File: src/rtl/iq_ctrl_pkg.sv
// Shared definitions for the IQ demodulator sequencer.
//   state_t : controller state encoding (IDLE=0, ARM=1, RUN=2, DRAIN=3)
//   IQ_DW   : default sample width
//   pair_t  : one I/Q pair as carried through the pair FIFO
package iq_ctrl_pkg;

    localparam int IQ_DW = 12;

    typedef enum logic [1:0] {
        ST_IDLE  = 2'd0,
        ST_ARM   = 2'd1,
        ST_RUN   = 2'd2,
        ST_DRAIN = 2'd3
    } state_t;

    typedef struct packed {
        logic [IQ_DW-1:0] i;
        logic [IQ_DW-1:0] q;
    } pair_t;

endpackage

File: src/rtl/iq_demod_ctrl_if.sv
// Pair stream from the sequencer to the demodulation core.
//   demod_i / demod_q : head pair (driven by master)
//   demod_valid       : head pair valid (driven by master)
//   demod_ready       : core accepts the head pair (driven by slave)
interface iq_demod_ctrl_if
    import iq_ctrl_pkg::*;
#(
    parameter int DW = IQ_DW
) ();

    logic [DW-1:0] demod_i;
    logic [DW-1:0] demod_q;
    logic          demod_valid;
    logic          demod_ready;

    modport master (
        output demod_i,
        output demod_q,
        output demod_valid,
        input  demod_ready
    );

    modport slave (
        input  demod_i,
        input  demod_q,
        input  demod_valid,
        output demod_ready
    );

endinterface

File: src/rtl/iq_pair_fifo.sv
// First-word-fall-through FIFO with a registered head.
//   clk, rst_n : clock, asynchronous active-low reset
//   push       : write push_data this cycle (caller guarantees room, see below)
//   push_data  : W-bit entry
//   pop        : consume the head this cycle (caller only pops when head_valid)
//   full/empty : storage state from the pointers
//   head_data  : registered copy of the oldest entry, 0 when nothing is held
//   head_valid : head_data holds a real entry
// The head register is a registered read of the storage array; the entry
// stays in the array (and counts toward full) until it is popped. A push
// while full is legal only together with a pop, because the popped slot is
// the one being written.
module iq_pair_fifo #(
    parameter int W     = 24,
    parameter int DEPTH = 8
) (
    input  logic         clk,
    input  logic         rst_n,
    input  logic         push,
    input  logic [W-1:0] push_data,
    input  logic         pop,
    output logic         full,
    output logic         empty,
    output logic [W-1:0] head_data,
    output logic         head_valid
);

    localparam int AW = $clog2(DEPTH);

    logic [W-1:0] mem [DEPTH];

    logic [AW:0]  wr_ptr_q, wr_ptr_d;
    logic [AW:0]  rd_ptr_q, rd_ptr_d;
    logic [W-1:0] head_q;
    logic         head_valid_q, head_valid_d;

    always_comb begin
        wr_ptr_d     = wr_ptr_q + {{AW{1'b0}}, push};
        rd_ptr_d     = rd_ptr_q + {{AW{1'b0}}, pop};
        // Compare against the pre-edge write pointer: an entry written on
        // this edge becomes visible one edge later.
        head_valid_d = (rd_ptr_d != wr_ptr_q);
    end

    assign full  = (wr_ptr_q[AW] != rd_ptr_q[AW]) &&
                   (wr_ptr_q[AW-1:0] == rd_ptr_q[AW-1:0]);
    assign empty = (wr_ptr_q == rd_ptr_q);

    always_ff @(posedge clk) begin
        if (push) begin
            mem[wr_ptr_q[AW-1:0]] <= push_data;
        end
    end

    always_ff @(posedge clk or negedge rst_n) begin
        if (!rst_n) begin
            wr_ptr_q     <= '0;
            rd_ptr_q     <= '0;
            head_q       <= '0;
            head_valid_q <= 1'b0;
        end else begin
            wr_ptr_q     <= wr_ptr_d;
            rd_ptr_q     <= rd_ptr_d;
            head_valid_q <= head_valid_d;
            if (head_valid_d) begin
                head_q <= mem[rd_ptr_d[AW-1:0]];
            end else begin
                head_q <= '0;
            end
        end
    end

    assign head_data  = head_q;
    assign head_valid = head_valid_q;

endmodule

File: src/rtl/iq_demod_ctrl.sv
// Sequencer between an interleaved I/Q receive bus and a demodulation core.
//   clk, rst_n  : clock, asynchronous active-low reset
//   start/stop  : one-cycle frame start / abort commands
//   iq_in       : interleaved sample word, iq_sel=1 -> I, iq_sel=0 -> Q
//   dmd         : pair stream to the demod core (valid/ready)
//   busy        : controller not in IDLE
//   frame_done  : one-cycle pulse when a frame has fully drained
//   pair_cnt    : pairs accepted into the FIFO this frame
//   overflow    : sticky, a pair was dropped on a full FIFO
//   sync_err    : sticky, a Q word arrived with no pending I
module iq_demod_ctrl
    import iq_ctrl_pkg::*;
#(
    parameter int DW         = IQ_DW,
    parameter int FIFO_DEPTH = 8,
    parameter int FRAME_LEN  = 256,
    localparam int CW        = $clog2(FRAME_LEN + 1)
) (
    input  logic             clk,
    input  logic             rst_n,
    input  logic             start,
    input  logic             stop,
    input  logic [DW-1:0]    iq_in,
    input  logic             iq_sel,
    iq_demod_ctrl_if.master  dmd,
    output logic             busy,
    output logic             frame_done,
    output logic [CW-1:0]    pair_cnt,
    output logic             overflow,
    output logic             sync_err
);

    state_t        state_q, state_d;
    logic [DW-1:0] i_hold_q, i_hold_d;
    logic          i_pend_q, i_pend_d;
    logic [CW-1:0] cnt_q, cnt_d;
    logic          ovf_q, ovf_d;
    logic          serr_q, serr_d;
    logic          frame_done_q, frame_done_d;
    logic          busy_q, busy_d;

    logic          push_req;
    logic          push_ok;
    logic          pop;
    logic          fifo_full;
    logic          fifo_empty;
    logic          head_valid;
    logic [2*DW-1:0] head_data;

    assign pop = head_valid && dmd.demod_ready;

    always_comb begin
        state_d      = state_q;
        i_hold_d     = i_hold_q;
        i_pend_d     = i_pend_q;
        cnt_d        = cnt_q;
        ovf_d        = ovf_q;
        serr_d       = serr_q;
        frame_done_d = 1'b0;
        push_req     = 1'b0;
        push_ok      = 1'b0;

        case (state_q)
            ST_IDLE: begin
                if (start) begin
                    state_d  = ST_ARM;
                    cnt_d    = '0;
                    ovf_d    = 1'b0;
                    serr_d   = 1'b0;
                    i_pend_d = 1'b0;
                end
            end

            ST_ARM: begin
                // Stray Q words before the first I are alignment slack,
                // not errors.
                if (stop) begin
                    state_d = ST_IDLE;
                end else if (iq_sel) begin
                    i_hold_d = iq_in;
                    i_pend_d = 1'b1;
                    state_d  = ST_RUN;
                end
            end

            ST_RUN: begin
                if (iq_sel) begin
                    i_hold_d = iq_in;
                    i_pend_d = 1'b1;
                end else if (i_pend_q) begin
                    push_req = 1'b1;
                    i_pend_d = 1'b0;
                end else begin
                    serr_d = 1'b1;
                end

                // A pop on the same edge frees the slot being written.
                push_ok = push_req && (!fifo_full || pop);
                if (push_ok) begin
                    cnt_d = cnt_q + 1'b1;
                end else if (push_req) begin
                    ovf_d = 1'b1;
                end

                // The pair completing on a stop cycle is still taken above.
                if (stop || (cnt_d == CW'(FRAME_LEN))) begin
                    state_d  = ST_DRAIN;
                    i_pend_d = 1'b0;
                end
            end

            ST_DRAIN: begin
                if (fifo_empty && !head_valid) begin
                    frame_done_d = 1'b1;
                    state_d      = ST_IDLE;
                end
            end

            default: begin
                state_d = ST_IDLE;
            end
        endcase

        busy_d = (state_d != ST_IDLE);
    end

    always_ff @(posedge clk or negedge rst_n) begin
        if (!rst_n) begin
            state_q      <= ST_IDLE;
            i_hold_q     <= '0;
            i_pend_q     <= 1'b0;
            cnt_q        <= '0;
            ovf_q        <= 1'b0;
            serr_q       <= 1'b0;
            frame_done_q <= 1'b0;
            busy_q       <= 1'b0;
        end else begin
            state_q      <= state_d;
            i_hold_q     <= i_hold_d;
            i_pend_q     <= i_pend_d;
            cnt_q        <= cnt_d;
            ovf_q        <= ovf_d;
            serr_q       <= serr_d;
            frame_done_q <= frame_done_d;
            busy_q       <= busy_d;
        end
    end

    iq_pair_fifo #(
        .W     (2 * DW),
        .DEPTH (FIFO_DEPTH)
    ) u_fifo (
        .clk        (clk),
        .rst_n      (rst_n),
        .push       (push_ok),
        .push_data  ({i_hold_q, iq_in}),
        .pop        (pop),
        .full       (fifo_full),
        .empty      (fifo_empty),
        .head_data  (head_data),
        .head_valid (head_valid)
    );

    assign dmd.demod_i     = head_data[2*DW-1:DW];
    assign dmd.demod_q     = head_data[DW-1:0];
    assign dmd.demod_valid = head_valid;

    assign busy       = busy_q;
    assign frame_done = frame_done_q;
    assign pair_cnt   = cnt_q;
    assign overflow   = ovf_q;
    assign sync_err   = serr_q;

endmodule
File: src/flat_wrapper.sv
// flat-port wrapper written by rule: the top's interface ports become plain ports
module iq_demod_ctrl_flat import iq_ctrl_pkg::*;
#(
    parameter int DW         = IQ_DW,
    parameter int FIFO_DEPTH = 8,
    parameter int FRAME_LEN  = 256,
    localparam int CW        = $clog2(FRAME_LEN + 1)
)
  (clk, rst_n, start, stop, iq_in, iq_sel, busy, frame_done, pair_cnt, overflow, sync_err, dmd_demod_i, dmd_demod_q, dmd_demod_valid, dmd_demod_ready);
  iq_demod_ctrl_if #(.DW(DW)) dmd_i ();
  input  logic clk;
  input  logic rst_n;
  input  logic start;
  input  logic stop;
  input  logic [DW-1:0] iq_in;
  input  logic iq_sel;
  output logic busy;
  output logic frame_done;
  output logic [CW-1:0] pair_cnt;
  output logic overflow;
  output logic sync_err;
  output wire logic [$bits(dmd_i.demod_i)-1:0] dmd_demod_i;
  output wire logic [$bits(dmd_i.demod_q)-1:0] dmd_demod_q;
  output wire logic [$bits(dmd_i.demod_valid)-1:0] dmd_demod_valid;
  input wire logic [$bits(dmd_i.demod_ready)-1:0] dmd_demod_ready;
  assign dmd_demod_i = dmd_i.demod_i;
  assign dmd_demod_q = dmd_i.demod_q;
  assign dmd_demod_valid = dmd_i.demod_valid;
  assign dmd_i.demod_ready = dmd_demod_ready;
  iq_demod_ctrl #(.DW(DW), .FIFO_DEPTH(FIFO_DEPTH), .FRAME_LEN(FRAME_LEN)) u_core (.clk(clk), .rst_n(rst_n), .start(start), .stop(stop), .iq_in(iq_in), .iq_sel(iq_sel), .dmd(dmd_i), .busy(busy), .frame_done(frame_done), .pair_cnt(pair_cnt), .overflow(overflow), .sync_err(sync_err));
endmodule
File: config.mk
export PLATFORM = sky130hd
export DESIGN_NAME = iq_demod_ctrl_flat
export DESIGN_NICKNAME = d
export VERILOG_FILES = /design/src/rtl/iq_ctrl_pkg.sv /design/src/rtl/iq_demod_ctrl_if.sv /design/src/rtl/iq_pair_fifo.sv /design/src/rtl/iq_demod_ctrl.sv /design/src/flat_wrapper.sv
export SDC_FILE = /design/constraint.sdc
export NUM_CORES = 1
export LEC_CHECK = 0
export CORE_ASPECT_RATIO = 1.1
export CORE_MARGIN = 4
export CORE_UTILIZATION = 53
export CTS_BUF_LIST = sky130_fd_sc_hd__clkbuf_4 sky130_fd_sc_hd__clkbuf_8
export CTS_CLUSTER_SIZE = 28
export DETAILED_ROUTE_END_ITERATION = 6
export PLACE_DENSITY = 0.72
export SLEW_MARGIN = 20
export SYNTH_ARGS = -nofsm -noshare
export SYNTH_HDL_FRONTEND = slang
export SYNTH_SLANG_ARGS = --single-unit
export TNS_END_PERCENT = 10
File: constraint.sdc
create_clock -name clk -period 5.08 [get_ports clk]
set_input_delay 1.016 -clock clk [delete_from_list [all_inputs] [get_ports clk]]
set_output_delay 1.016 -clock clk [all_outputs]
set_load 0.05 [all_outputs]
# Word level (Yosys, flattened, before mapping)
# Memories as Yosys holds them, arrays and structs flattened.
# Index checks and enable logic that the tools add are counted.
# Widths: inputs -> output; s select.
[totals] ff_bits=61 mem_bits_rw=192 in_bits=18 output_inout_bits=38 memories=1
[classes] add_sub_neg=3 n_eq_ne=15 n_mux=34 reduce_logical=18
[mem_list] memory="u_core.u_fifo.mem" words=8 word_bits=24 rd=1 rd_clocked_by_memory_dff=0 write_ports=1 line_no="iq_pair_fifo.sv:30" text="logic [W-1:0] mem [DEPTH];"
[op_table] operator="$mux 9" count=3
[op_table] operator="$mux 12" count=2
[op_table] operator="$mux 24" count=1
[op_table] operator="$pmux 12 s2" count=1
[op_table] operator="$pmux 9 s2" count=1
[op_table] operator="$mux 1" count=17
[op_table] operator="$ne 2x2->1 const B" count=7
[op_table] operator="$reduce_and 4->1" count=3
[op_table] operator="$mux 2" count=5
[op_table] operator="$add 9x1->9 const B" count=1
[op_table] operator="$eq 9x9->1 const B" count=1
[op_table] operator="$add 4x1->4" count=2
[op_table] operator="$pmux 2 s4" count=1
[op_table] operator="$reduce_bool 2->1" count=3
[op_table] operator="$eq 2x2->1 const B" count=2
[op_table] operator="$eq 4x4->1" count=1
[op_table] operator="$logic_and 1x1->1" count=4
[op_table] operator="$ne 4x4->1" count=1
[op_table] operator="$pmux 1 s2" count=2
[op_table] operator="$reduce_and 2->1" count=2
[op_table] operator="$eq 3x3->1" count=1
[op_table] operator="$pmux 1 s3" count=1
[op_table] operator="$reduce_bool 3->1" count=1
[op_table] operator="$eq 2x1->1 const B" count=1
[op_table] operator="other kinds (4)" count=6

# Depth between registers and ports, before layout
[depth] word_depth=12 depth_mapped=9

# Cells and area by module
# From an unflattened synthesis, not the netlist that was laid out.
[unflattened] hier_cells=575 hier_area_um2=10055.9
[by_module_without_submodules] mod="iq_pair_fifo" instances=1 cells_each=405 area_each_um2=8389.3 seq_area_each_um2=6591.3
[by_module_without_submodules] mod="iq_demod_ctrl" instances=1 cells_each=170 area_each_um2=1666.6 seq_area_each_um2=700.7

# Worst setup path before layout
# No wires, ideal clock.
[synth_timing] path_kind="input -> register" start="input iq_sel" end="memory u_core.u_fifo.mem[0][0], enable pin" setup_ns=0.435 arrival_time_ns=3.486 t_required_ns=4.645 path_slack_ns=1.159 path_stages=5 path_buffers=1 path_cell_list="and2b_1 > o21ai_2 > buf_6 > or3_1 > nor3_1"
[synth_via] elab_chain_cells=6
[synth_rtl] element="start, declared" line_no="flat_wrapper.sv:16" text="input logic iq_sel;"
[synth_rtl] element="$mux 1" line_no="iq_demod_ctrl.sv:87" text="if (iq_sel) begin"
[synth_rtl] element="$mux 1" line_no="iq_demod_ctrl.sv:63" text="case (state_q)"
[synth_rtl] element="$logic_and 1x1->1" line_no="iq_demod_ctrl.sv:98" text="push_ok = push_req && (!fifo_full || pop);"
[synth_rtl] element="$mux 1" line_no="iq_demod_ctrl.sv:63"
[synth_rtl] element="$mux 1" line_no="iq_pair_fifo.sv:50" text="if (push) begin"
[synth_rtl] element="$mux 1 (not written as such)" line_no="iq_pair_fifo.sv:51" text="mem[wr_ptr_q[AW-1:0]] <= push_data;"
[synth_rtl] element="end, declared" line_no="iq_pair_fifo.sv:30"
# Every way passes these cells. The select of a mux whose other input is x is not followed.

# Final worst setup path
[layout_timing] start="input dmd_demod_ready" end="register u_core.u_fifo.head_q[12], in the netlist u_core.u_fifo.head_data[12]"
[layout_via] elab_chain_cells=4 word_cells_on_any_way=5 cone_classes="add/sub: 1; eq/ne: 1; mux: 1; reduce/logical: 1; memory: 1"
[layout_rtl] element="start, declared" line_no="flat_wrapper.sv:25" text="input wire logic [$bits(dmd_i.demod_ready)-1:0] dmd_demod_ready;"
[layout_rtl] element="$logic_and 1x1->1 *" line_no="iq_demod_ctrl.sv:50" text="assign pop = head_valid && dmd.demod_ready;"
[layout_rtl] element="$add 4x1->4 *" line_no="iq_pair_fifo.sv:39" text="rd_ptr_d = rd_ptr_q + {{AW{1'b0}}, pop};"
[layout_rtl] element="$mem_v2 8x24 / $ne 4x4->1 (equally long branches)"
[layout_rtl] element="$mux 24 *" line_no="iq_pair_fifo.sv:65" text="if (head_valid_d) begin"
[layout_rtl] element="end signal, assigned" line_no="iq_pair_fifo.sv:66" text="head_q <= mem[rd_ptr_d[AW-1:0]];"
[layout_rtl] element="end, declared" line_no="iq_pair_fifo.sv:34" text="logic [W-1:0] head_q;"
# Every way passes the cells marked *; elsewhere a longest branch is shown, timed or not.
# A chain may end at the register's enable or synchronous reset.

==> reports/summary.txt <==
Antenna violations before repair - 0
Top Layer Used - met4
Tot Pwr - 7.22 mW
RSZ-0062 raised after global routing - no
Clock buffer depth - 3
Pre-CTS WS - 1300 ps
Internal power - 4.74 mW
Vias in the first global route - 5614
Crit-path slowest cell - xnor2_2
Switch Pwr - 2.48 mW
Largest net degree at the start of global routing - 51
Initial Utilization - 0.542
Vias - 5368
Crit end category - register
Drt pass-1 iters - 5
Vias/cell - 5.79
Grt total ovfl - 0
CP max FO - 14
Maximum vdd ir drop - 0.520 mV
Setup ws final - 1860 ps
Clk_lat worst skew - 530 ps
Min-Delay Path Class - reg2reg
Final hold vios - 0
Total core area - 0.0185 mm2
PwrDens - 615 mW/mm2
Area grow syn2layout - 17.2%
Critical path class - in2reg
Sequential area share after synthesis - 0.728
Final critical-path required period - 3220 ps
Synth warn - 0
Critical path, cell by cell - clkdlybuf4s50_1 > nand2_1 > inv_1 > ha_4 > ha_2 > xnor2_2 > buf_4 > xnor2_1 > nor4_4 > buf_4 > a21oi_1
Initial drt markers - 344
CP Launch Type - primary input
Most used cell, CP - buf_4
# Post-CTS Setup Buffers - 0
Post-route ant nets - 0
DRT Wirelength - 20.3 mm
Die area - 0.0212 mm2
Post-synth EDFFs - 192
Synth cell types - 52
Worst-Margin Slew - 769 ps
Port bufs - 55
Rel. slew slack - 0.487
First-pass GRT wire length - 31.9 mm
Multi-input gate area - 0.00258 mm2
Max-slew violations - 0
# IOs - 56
Final core utilization - 0.635
FF+latch count, synth - 253
M1 WL - 8.41 mm
DRC Markers - 0
Reg area - 0.00729 mm2
CTS Buf Count - 40
Comb power frac - 0.369
CTS sink count - 253
Final Skew - 18.3 ps
Gr usage total - 0.197
Syn avg cell area - 17.6 um2
Clock transition at the registers of the reported paths - 60 ps
Mapped Area - 0.0100 mm2
Final Setup Violations - 0
Fin nets - 682
Fmax - 310 MHz
Crit-path max cell delay - 570 ps
Met3 WL - 1.03 mm
Post-Syn Instances - 569
Routed length per instance - 21.9 um
Syn Nets - 597
Final setup TNS - 0 ps
Hold_buf cts - 0
Fin crit share - 0.634
Fillers - 1342
Die X - 139 um
Leakage - 4.09 nW
Prevailing post-synth register cell - edfxtp_1
Switching share of power - 0.344
Max Cap Viol - 0
Post-DP HPWL - 11.7 mm
Root Buffer - clkbuf_8
Seq pwr share - 0.387
Routed wl met2 - 10.4 mm
N_diodes - 0
Chip Height - 152 um
Routability cong. - 0.794
Status - complete, no violations
Critical Path AT - 3620 ps
Clock network power share - 0.244
Std cell rows - 52
Post_cts resized - 0
FFs w/ async S/R, synth - 0.241
Critical Path RT - 5480 ps
H-tree levels - 2
Layout cells sized above 1 - 0.243
CTS tree - built
-- synthesized netlist by cell type, types with 4 or more instances --
library cell,n,area (um2)
mux4_2,48,1080
a21oi_1,27,135
nor2_1,23,86.3
nand2_1,68,255
mux2_2,12,135
inv_1,9,33.8
nand3_1,5,25.0
nand2b_1,8,50.1
xnor2_1,8,70.1
edfxtp_1,192,5770
buf_4,4,30.0
buf_2,5,25.0
clkbuf_1,14,52.6
o21ai_1,5,25.0
nor3_1,5,25.0
ha_1,10,125
xor2_1,5,43.8
o21ai_0,8,40.0
dfrtp_1,61,1530
mux2i_1,5,50.1
-- sequential cells by signal (all words and copies together) (netlist names) --
name,count
u_core.busy,1
u_core.u_fifo.mem,192
u_core.u_fifo.rd_ptr_q,4
u_core.state_q,2
u_core.frame_done,1
u_core.overflow,1
u_core.sync_err,1
u_core.i_hold_q,12
u_core.pair_cnt,9
u_core.u_fifo.head_valid,1
u_core.i_pend_q,1
u_core.u_fifo.wr_ptr_q,4
u_core.u_fifo.head_data,24
-- power groups by stage --
stage / registers (mW) / clock network (mW) / logic [mW]
floorplan: 3.12 / 0 / 1.61
global placement: 2.82 / 0 / 2.59
detailed placement: 2.84 / 0 / 2.65
CTS: 2.80 / 1.80 / 2.66
global route: 2.83 / 1.90 / 2.89
finish: 2.80 / 1.76 / 2.66
-- area by class of cell --
type                    count  share of cell area
clock inverters            14              0.0100
flip-flops and latches    253               0.621
multi-input cells         279               0.220
well taps                 243              0.0259
repair buffers             70              0.0578
inverters                  10             0.00320
clock buffers              58              0.0616
-- critical path: cells and delay by family --
| family | cells | cell delay (ps) |
|---|---|---|
| buf+inv | 4 | 1080 |
| xor+xnor | 2 | 700 |
| simple gates | 2 | 410 |
| fa+ha+maj | 2 | 340 |
| compound gates | 1 | 70 |
-- placed cells by master, fill, tap and decap left out, types with 2 or more instances in the layout --
cell type,count
edfxtp_1,192
nand2_1,68
dfrtp_1,61
clkdlybuf4s50_1,54
mux4_2,48
clkbuf_8,46
a21oi_1,27
nor2_1,17
buf_4,14
mux2_2,12
clkbuf_4,12
inv_1,9
xnor2_1,8
nand2b_1,8
ha_1,8
o21ai_0,7
clkinv_1,7
o21ai_1,6
nor2_2,6
xor2_1,5
nand3_1,5
mux2i_1,5
a211oi_1,3
nor3_2,3
nor4_1,3
nor3_1,3
o31ai_1,3
clkinv_2,3
xnor2_2,2
or3_1,2
a31oi_1,2
nand4_1,2
o21a_1,2
a41oi_1,2
a22o_1,2
bufinv_16,2
-- final timing paths --
kind | cells past startpoint | end | slack, ps | start
max | 11 | u_core.u_fifo.head_data[12] | 1860 | dmd_demod_ready
min reg2reg | 1 | u_core.u_fifo.wr_ptr_q[3] | 530 | u_core.u_fifo.wr_ptr_q[3]
max in group asynchronous | 2 | u_core.u_fifo.head_data[12] | 3560 | rst_n
min | 1 | u_core.u_fifo.wr_ptr_q[3] | 530 | u_core.u_fifo.wr_ptr_q[3]
min in group asynchronous | 1 | u_core.u_fifo.head_data[22] | 560 | rst_n
max reg2reg | 10 | u_core.u_fifo.head_data[12] | 2340 | u_core.u_fifo.head_valid
-- stage by stage --
step | cell area [um2] | std cells | hold WS, ps
2_1_floorplan | 10000 | 569 | 480
3_3_place_gp | 10900 | 854 | 514
3_5_place_dp | 10900 | 854 | 516
4_1_cts | 11700 | 926 | 529
5_1_grt | 11700 | 927 | 553
6_report | 11700 | 927 | 528
-- cell families (layout without fill, tap and decap cells) --
kind of cell / after synthesis / count (layout) / synth area share
flops: 253 / 253 / 0.728
simple gates: 124 / 124 / 0.0569
mux: 65 / 65 / 0.126
compound gates: 64 / 64 / 0.0421
buf+inv: 37 / 152 / 0.0175
xor+xnor: 16 / 16 / 0.0162
fa+ha+maj: 10 / 10 / 0.0125
-- per-layer routing --
| metal | up-vias | GRT usage |
|---|---|---|
| li1 | 2367 | - |
| met1 | 2798 | 0.260 |
| met2 | 167 | 0.330 |
| met3 | 36 | 0.0424 |
| met4 | 0 | 0.0680 |
| met5 | - | 0 |
No activity file was read; power rests on OpenSTA's default activity.
